[src/rtl/mem_bus_pkg.sv]
// Shared types and helpers for the memory bus controller: size codes, FSM states,
// region selects and per-size mask generation.
package mem_bus_pkg;

  typedef enum logic [1:0] {
    SZ_BYTE  = 2'd0,
    SZ_HALF  = 2'd1,
    SZ_WORD  = 2'd2,
    SZ_DWORD = 2'd3
  } size_e;

  typedef enum logic [1:0] {
    IDLE   = 2'd0,
    ACCESS = 2'd1,
    RESP   = 2'd2
  } state_e;

  typedef enum logic [1:0] {
    REG_NONE = 2'd0,
    REG_ROM  = 2'd1,
    REG_RAM  = 2'd2
  } region_e;

  // Low address bits that must be zero for a naturally aligned access
  function automatic logic [2:0] align_mask(input logic [1:0] size);
    case (size)
      SZ_BYTE: align_mask = 3'b000;
      SZ_HALF: align_mask = 3'b001;
      SZ_WORD: align_mask = 3'b011;
      default: align_mask = 3'b111;
    endcase
  endfunction

  // Right-justified byte-enable pattern covering 2^size bytes
  function automatic logic [7:0] size_be(input logic [1:0] size);
    case (size)
      SZ_BYTE: size_be = 8'h01;
      SZ_HALF: size_be = 8'h03;
      SZ_WORD: size_be = 8'h0F;
      default: size_be = 8'hFF;
    endcase
  endfunction

  // Right-justified data mask covering 2^size bytes
  function automatic logic [63:0] size_dmask(input logic [1:0] size);
    case (size)
      SZ_BYTE: size_dmask = 64'h0000_0000_0000_00FF;
      SZ_HALF: size_dmask = 64'h0000_0000_0000_FFFF;
      SZ_WORD: size_dmask = 64'h0000_0000_FFFF_FFFF;
      default: size_dmask = 64'hFFFF_FFFF_FFFF_FFFF;
    endcase
  endfunction

endpackage

[src/rtl/mem_bus_ctrl_rr_arbiter.sv]
// Round-robin arbiter: one-hot grant and index, priority rotating from the last winner.
module rr_arbiter #(
  parameter int unsigned N = 2,
  localparam int unsigned IW = (N > 1) ? $clog2(N) : 1
) (
  input  logic          clock,
  input  logic          reset,
  input  logic [N-1:0]  req,
  input  logic          advance,
  output logic [N-1:0]  grant_c,
  output logic [IW-1:0] grant_idx_c
);

  logic [IW-1:0] rr_last_q;
  logic          found;
  int unsigned   idx;

  // Search starts one past the previous winner so every requester is served in turn
  always_comb begin
    grant_c     = '0;
    grant_idx_c = '0;
    found       = 1'b0;
    idx         = 0;
    for (int unsigned i = 1; i <= N; i++) begin
      idx = (32'(rr_last_q) + i) % N;
      if (!found && req[IW'(idx)]) begin
        found              = 1'b1;
        grant_c[IW'(idx)]  = 1'b1;
        grant_idx_c        = IW'(idx);
      end
    end
  end

  always_ff @(posedge clock) begin
    if (reset) begin
      rr_last_q <= IW'(N - 1);
    end else if (advance && found) begin
      rr_last_q <= grant_idx_c;
    end
  end

endmodule

[src/rtl/mem_bus_ctrl.sv]
// Arbitrated ROM/RAM bus controller: grants one master at a time, decodes the region,
// inserts per-region wait states, lane-aligns sub-word data and reports faults.
module mem_bus_ctrl
  import mem_bus_pkg::*;
#(
  parameter int unsigned           ADDR_WIDTH  = 32,
  parameter int unsigned           DATA_WIDTH  = 64,
  parameter int unsigned           NUM_MASTERS = 2,
  parameter logic [ADDR_WIDTH-1:0] ROM_BASE    = 32'h0000_0000,
  parameter int unsigned           ROM_AW      = 12,
  parameter logic [ADDR_WIDTH-1:0] RAM_BASE    = 32'h0001_0000,
  parameter int unsigned           RAM_AW      = 14,
  parameter int unsigned           ROM_WAIT    = 1,
  parameter int unsigned           RAM_WAIT    = 2
) (
  input  logic                              clock,
  input  logic                              reset,
  input  logic [NUM_MASTERS-1:0]            m_req,
  input  logic [NUM_MASTERS-1:0]            m_we,
  input  logic [2*NUM_MASTERS-1:0]          m_size,
  input  logic [ADDR_WIDTH*NUM_MASTERS-1:0] m_addr,
  input  logic [DATA_WIDTH*NUM_MASTERS-1:0] m_wdata,
  output logic [NUM_MASTERS-1:0]            m_done,
  output logic                              m_fault,
  output logic [DATA_WIDTH-1:0]             m_rdata,
  output logic                              ram_cs,
  output logic                              ram_we,
  output logic                              ram_oe,
  output logic [RAM_AW-1:0]                 ram_addr,
  output logic [DATA_WIDTH-1:0]             ram_wdata,
  output logic [DATA_WIDTH/8-1:0]           ram_be,
  input  logic [DATA_WIDTH-1:0]             ram_rdata,
  output logic                              rom_cs,
  output logic                              rom_oe,
  output logic [ROM_AW-1:0]                 rom_addr,
  input  logic [DATA_WIDTH-1:0]             rom_rdata
);

  localparam int unsigned BE_W     = DATA_WIDTH / 8;
  localparam int unsigned LANE_W   = $clog2(BE_W);
  localparam int unsigned MAX_WAIT = (ROM_WAIT > RAM_WAIT) ? ROM_WAIT : RAM_WAIT;
  localparam int unsigned WC_W     = $clog2(MAX_WAIT + 1);
  localparam int unsigned IW       = (NUM_MASTERS > 1) ? $clog2(NUM_MASTERS) : 1;

  state_e                 state_q, state_d;
  logic [NUM_MASTERS-1:0] grant_c;
  logic [IW-1:0]          grant_idx_c;
  logic [NUM_MASTERS-1:0] grant_q, grant_d;
  logic                   we_q, we_d;
  logic [1:0]             size_q, size_d;
  logic [LANE_W-1:0]      lane_q, lane_d;
  region_e                region_q, region_d;
  logic [WC_W-1:0]        wait_q, wait_d;

  logic [ADDR_WIDTH-1:0]  sel_addr;
  logic                   sel_we;
  logic [1:0]             sel_size;
  logic [DATA_WIDTH-1:0]  sel_wdata;
  logic [LANE_W-1:0]      sel_lane;
  region_e                sel_region;
  logic                   sel_fault;
  logic                   rom_hit, ram_hit;
  logic [RAM_AW-1:0]      ram_off;
  logic [ROM_AW-1:0]      rom_off;
  logic [DATA_WIDTH-1:0]  rd_src, rd_aligned;

  logic [NUM_MASTERS-1:0] m_done_d;
  logic                   m_fault_d;
  logic [DATA_WIDTH-1:0]  m_rdata_d;
  logic                   ram_cs_d, ram_we_d, ram_oe_d;
  logic [RAM_AW-1:0]      ram_addr_d;
  logic [DATA_WIDTH-1:0]  ram_wdata_d;
  logic [BE_W-1:0]        ram_be_d;
  logic                   rom_cs_d, rom_oe_d;
  logic [ROM_AW-1:0]      rom_addr_d;

  rr_arbiter #(.N(NUM_MASTERS)) u_arb (
    .clock       (clock),
    .reset       (reset),
    .req         (m_req),
    .advance     (state_q == IDLE),
    .grant_c     (grant_c),
    .grant_idx_c (grant_idx_c)
  );

  // Request fields of the currently granted master
  always_comb begin
    sel_addr  = '0;
    sel_we    = 1'b0;
    sel_size  = '0;
    sel_wdata = '0;
    for (int unsigned i = 0; i < NUM_MASTERS; i++) begin
      if (grant_idx_c == IW'(i)) begin
        sel_addr  = m_addr[i*ADDR_WIDTH +: ADDR_WIDTH];
        sel_we    = m_we[i];
        sel_size  = m_size[2*i +: 2];
        sel_wdata = m_wdata[i*DATA_WIDTH +: DATA_WIDTH];
      end
    end
  end

  // Region decode and fault classification of the granted request
  always_comb begin
    rom_hit    = ((sel_addr ^ ROM_BASE) >> ROM_AW) == '0;
    ram_hit    = ((sel_addr ^ RAM_BASE) >> RAM_AW) == '0;
    sel_region = rom_hit ? REG_ROM : (ram_hit ? REG_RAM : REG_NONE);
    sel_lane   = sel_addr[LANE_W-1:0];
    sel_fault  = ((sel_size == SZ_DWORD) && (DATA_WIDTH < 64))
              || ((sel_addr[2:0] & align_mask(sel_size)) != 3'b000)
              || (sel_region == REG_NONE)
              || ((sel_region == REG_ROM) && sel_we);
    ram_off    = sel_addr[RAM_AW-1:0] - RAM_BASE[RAM_AW-1:0];
    rom_off    = sel_addr[ROM_AW-1:0] - ROM_BASE[ROM_AW-1:0];
    rd_src     = (region_q == REG_ROM) ? rom_rdata : ram_rdata;
    rd_aligned = (rd_src >> {lane_q, 3'b000}) & DATA_WIDTH'(size_dmask(size_q));
  end

  always_comb begin
    state_d     = state_q;
    grant_d     = grant_q;
    we_d        = we_q;
    size_d      = size_q;
    lane_d      = lane_q;
    region_d    = region_q;
    wait_d      = wait_q;
    m_done_d    = '0;
    m_fault_d   = 1'b0;
    m_rdata_d   = m_rdata;
    ram_cs_d    = ram_cs;
    ram_we_d    = ram_we;
    ram_oe_d    = ram_oe;
    ram_addr_d  = ram_addr;
    ram_wdata_d = ram_wdata;
    ram_be_d    = ram_be;
    rom_cs_d    = rom_cs;
    rom_oe_d    = rom_oe;
    rom_addr_d  = rom_addr;
    case (state_q)
      IDLE: begin
        if (|m_req) begin
          grant_d  = grant_c;
          we_d     = sel_we;
          size_d   = sel_size;
          lane_d   = sel_lane;
          region_d = sel_region;
          if (sel_fault) begin
            state_d   = RESP;
            m_done_d  = grant_c;
            m_fault_d = 1'b1;
            m_rdata_d = '0;
          end else if (sel_region == REG_ROM) begin
            state_d    = ACCESS;
            wait_d     = WC_W'(ROM_WAIT - 1);
            rom_cs_d   = 1'b1;
            rom_oe_d   = 1'b1;
            rom_addr_d = rom_off & ~ROM_AW'(BE_W - 1);
          end else begin
            state_d     = ACCESS;
            wait_d      = WC_W'(RAM_WAIT - 1);
            ram_cs_d    = 1'b1;
            ram_we_d    = sel_we;
            ram_oe_d    = !sel_we;
            ram_be_d    = BE_W'(size_be(sel_size)) << sel_lane;
            ram_wdata_d = sel_wdata << {sel_lane, 3'b000};
            ram_addr_d  = ram_off & ~RAM_AW'(BE_W - 1);
          end
        end
      end
      ACCESS: begin
        if (wait_q == '0) begin
          state_d   = RESP;
          m_done_d  = grant_q;
          m_rdata_d = we_q ? '0 : rd_aligned;
          ram_cs_d  = 1'b0;
          ram_we_d  = 1'b0;
          ram_oe_d  = 1'b0;
          ram_be_d  = '0;
          rom_cs_d  = 1'b0;
          rom_oe_d  = 1'b0;
        end else begin
          wait_d = wait_q - WC_W'(1);
        end
      end
      default: begin
        state_d = IDLE;
      end
    endcase
  end

  always_ff @(posedge clock) begin
    if (reset) begin
      state_q   <= IDLE;
      grant_q   <= '0;
      we_q      <= 1'b0;
      size_q    <= '0;
      lane_q    <= '0;
      region_q  <= REG_NONE;
      wait_q    <= '0;
      m_done    <= '0;
      m_fault   <= 1'b0;
      m_rdata   <= '0;
      ram_cs    <= 1'b0;
      ram_we    <= 1'b0;
      ram_oe    <= 1'b0;
      ram_addr  <= '0;
      ram_wdata <= '0;
      ram_be    <= '0;
      rom_cs    <= 1'b0;
      rom_oe    <= 1'b0;
      rom_addr  <= '0;
    end else begin
      state_q   <= state_d;
      grant_q   <= grant_d;
      we_q      <= we_d;
      size_q    <= size_d;
      lane_q    <= lane_d;
      region_q  <= region_d;
      wait_q    <= wait_d;
      m_done    <= m_done_d;
      m_fault   <= m_fault_d;
      m_rdata   <= m_rdata_d;
      ram_cs    <= ram_cs_d;
      ram_we    <= ram_we_d;
      ram_oe    <= ram_oe_d;
      ram_addr  <= ram_addr_d;
      ram_wdata <= ram_wdata_d;
      ram_be    <= ram_be_d;
      rom_cs    <= rom_cs_d;
      rom_oe    <= rom_oe_d;
      rom_addr  <= rom_addr_d;
    end
  end

endmodule

[config.mk]
export PLATFORM = sky130hd
export DESIGN_NAME = mem_bus_ctrl
export DESIGN_NICKNAME = d
export VERILOG_FILES = /design/src/rtl/mem_bus_pkg.sv /design/src/rtl/mem_bus_ctrl_rr_arbiter.sv /design/src/rtl/mem_bus_ctrl.sv
export SDC_FILE = /design/constraint.sdc
export NUM_CORES = 1
export LEC_CHECK = 0
export BUFFER_PORTS_ARGS = -buffer_cell sky130_fd_sc_hd__buf_4
export CORE_AREA = 2 2 196 198
export CTS_CLUSTER_DIAMETER = 60
export DETAILED_ROUTE_END_ITERATION = 10
export DIE_AREA = 0 0 198 200
export HOLD_SLACK_MARGIN = 0.02
export REMOVE_ABC_BUFFERS = 1
export SLEW_MARGIN = 30
export SYNTH_ARGS = -nofsm -noshare
export SYNTH_HDL_FRONTEND = slang
export SYNTH_SLANG_ARGS = --single-unit
[constraint.sdc]
create_clock -name clock -period 2.3 [get_ports clock]
set_input_delay 0 -clock clock [delete_from_list [all_inputs] [get_ports clock]]
set_output_delay 0 -clock clock [all_outputs]
set_load 0.005 [all_outputs]
==> results.yml <==
outcome:
  status: "finished with violations"
  violations: "negative setup slack"
finish:
  multiInputGateArea_sq_um: 8410
  area.growth.synth_to_final_pct: 48.3
  final_util_pct: 49.1
  fin_nets: 2261
  fillCellCount: 3565
  drive_above_1_share_pct: 38.0
  seq_area_sq_um: 3570
clock_tree:
  numCtsBuffers: 17
  htreeDepth: 4
  cts_root_buffer: "clkbuf_16"
  cts_tree: "built"
  clock_sinks: 178
  insertion_delay_ps: 430
  clockBufferDepth: 2
  clk_pin_slew_ps: 80
timing:
  rsz0062_at_grt: "yes"
  setup_viol: 23
  finalHoldViolations: 0
  fmaxAchievable_mhz: 429
  maxSlewViolCount: 0
  finalClockSkew_ps: 18.3
  relSlewSlack_pct: 36.5
  timing.final.crit_period_ps: 2330
  timing.setup.tns_ps: -226
  tightestPinTransition_ps: 950
  fin_ws_ps: -33.3
  final.period_utilization_pct: 101
die:
  die_h_microns: 200
  start_util_pct: 33.1
  die_w_microns: 198
  coreArea_sq_um: 37400
  io_pins: 500
  dieArea_sq_um: 39600
  rows: 71
critical_path:
  worstSetupPathType: "flip-flop to flip-flop"
  path_delay_family: "compound AO/OA/AOI/OAI gates"
  critPathMaxFanout: 8
  crit_required_ps: 2680
  crit_chain: "a21boi_4 -> or4_4 -> o31ai_4 -> nand4_1 -> buf_4 -> a31oi_4 -> clkbuf_16 -> a22o_1"
  slowest_delay_ps: 460
  start_kind: "flip-flop"
  cp_slowest_cell: "or4_4"
  r2r_slack_ps: -30
  end_kind: "flip-flop"
  worstSetupPathDepth: 8
  rr_worst_depth: 8
  path_buf_inv: 2
  arrival_ps: 2710
route:
  drc_errors: 0
  avgRoutedWirePerCell_microns: 20.6
  num_vias: 13000
  drt_iter0_drc: 627
  final_antenna_net_count: 0
  drtPass1Iterations: 5
  wirelength_microns: 50700
  via_per_inst: 5.27
yosys:
  synth_ff_type: "dfxtp_1"
  synth_edf_count: 0
  synth_top_area_share_pct: 28.8
  synthTopCellsByArea: "dfxtp_1 29%, mux2i_1 27%, nand2_1 5.4%"
  synth.distinct_cells: 64
  yosysTopAreaCell: "dfxtp_1"
  synth.avg_cell_area_sq_um: 8.90
  synth-async-reset-ratio_pct: 0
  syn_area_sq_um: 12400
  synth_cells: 1393
  yosysWarnings: 0
  ys_seq_elements: 178
  synth_seq_area_share_pct: 28.8
worst_hold_path:
  min_path_cells: 4
  min_path_type: "input port to flip-flop"
placed_design:
  hpwl_microns: 38700
  gp_congestion: 0.890
  io_buffers: 493
global_route:
  grt_pass1_vias: 12700
  grt_max_degree: 145
  grt_overflow: 0
  grt_use_total_pct: 24.6
  antenna_found_initial: 3
  grt_pass1_wl_microns: 74600
power:
  powerDensity_nw_per_um2: 464
  total_power_uw: 8540
  p_leak_uw: 0.00840
  peakVddDrop_uv: 640
job:
  maxCapViolCount: 0
[tightest hold or removal path, delay by kind of cell]
kind	cells	cell delay [ps]
multiplexers	1	150
buffers and inverters	1	120
AO/OA/AOI/OAI	1	50
AND/OR/NAND/NOR	1	130
[stage by stage]
stage,instance area [sq um],cells,setup slack [ps],hold slack (ps)
finish,18400,2456,-33.3,76.0
floorplan,11800,1270,-3670,69.1
CTS,18200,2450,19.7,23.0
global placement,17200,2378,61.8,294
global route,18400,2455,-123,101
detailed placement,17200,2378,-8.15,309
[Yosys cell counts (3+ instances only)]
master and count:
a211o_1 9, a211oi_1 20, a21oi_1 66, a22o_1 16
a22oi_1 10, a311oi_1 17, and2_1 3, buf_1 14
buf_2 45, buf_4 15, clkbuf_1 52, dfxtp_1 178
inv_1 8, mux2_2 44, mux2i_1 329, mux4_2 24
nand2_1 179, nand2b_1 21, nand3_1 25, nand4_1 8
nor2_1 72, nor2b_1 37, nor3_1 12, nor3b_1 16
nor4_1 16, o211ai_1 16, o21ai_0 19, o22a_1 8
o22ai_1 16, o2bb2ai_1 23, o31ai_1 10, or3_1 25
[kinds of logic (layout without fill, tap and decap cells)]
group / count (synthesis) / in the layout / share of synthesized area, %
adders and majority gates: 1 / 1 / 0.101
AOI/OAI and AO/OA: 252 / 252 / 14.5
buffers and inverters: 137 / 682 / 5.08
muxes: 397 / 397 / 34.9
and+or+nand+nor: 427 / 427 / 16.6
other: 1 / 8 / 0.0303
DFF: 178 / 178 / 28.8
[placed cells by master (no fill, tap or decap), drive strengths merged, types with 17 or more instances in the layout]
cell,n
nand3,26
a311oi,17
nand2b,21
mux4,24
nor2b,37
nor2,72
nand2,179
mux2,44
clkbuf,19
o2bb2ai,23
o21ai,21
a21oi,66
dfxtp,178
buf,599
dlygate4sd3,41
mux2i,329
or3,25
a211oi,20
[final timing paths]
check                  endpoint             from
setup / recovery    m_rdata[52]  u_arb.rr_last_q
hold / removal     ram_wdata[6]      m_wdata[70]
setup reg to reg    m_rdata[52]  u_arb.rr_last_q
hold reg to reg   ram_wdata[24]    ram_wdata[24]
[flip-flops by register name, indices dropped and copies added, names as in the netlist, 2 cells and up]
| signal | count |
|---|---|
| region_q | 2 |
| m_rdata | 64 |
| lane_q | 3 |
| state_q | 2 |
| size_q | 2 |
| ram_addr | 11 |
| m_done | 2 |
| rom_addr | 9 |
| grant_q | 2 |
| ram_be | 8 |
| ram_wdata | 64 |
| wait_q | 2 |
[final cells by class]
type / instances / share of cell area (%)
Tap cell: 511 / 3.48
Timing Repair Buffer: 641 / 27.9
Multi-Input combinational cell: 1083 / 45.8
Clock inverter: 14 / 0.769
Inverter: 9 / 0.184
Antenna cell: 2 / 0.0272
Clock buffer: 18 / 2.39
Sequential cell: 178 / 19.4
[metal layers]
metal	vias up	GRT usage (%)	part of all wire, %
met5	-	0	0.045
met4	4	7.69	2.1
met3	59	6.52	7.6
li1	6219	-	-
met2	486	42.9	49
met1	6187	29.5	41
[power breakdown]
group | leakage (uW) | internal [uW] | switching (uW)
Clock | 0.000277 | 1480 | 1480
Combinational | 0.00668 | 1230 | 1210
Sequential | 0.00144 | 3110 | 31.4
[timing repair]
| action | 4_1_cts | 5_1_grt |
|---|---|---|
| resized for setup | 1 | 26 |
| hold endpoints to repair | 32 | 1 |
| hold buffers | 40 | 1 |
| pin swaps | 0 | 5 |
| setup endpoints to repair | 23 | 115 |
| cloned | 0 | 2 |
| buffers inserted | 0 | 1 |
(Power assumes the default switching activity.)
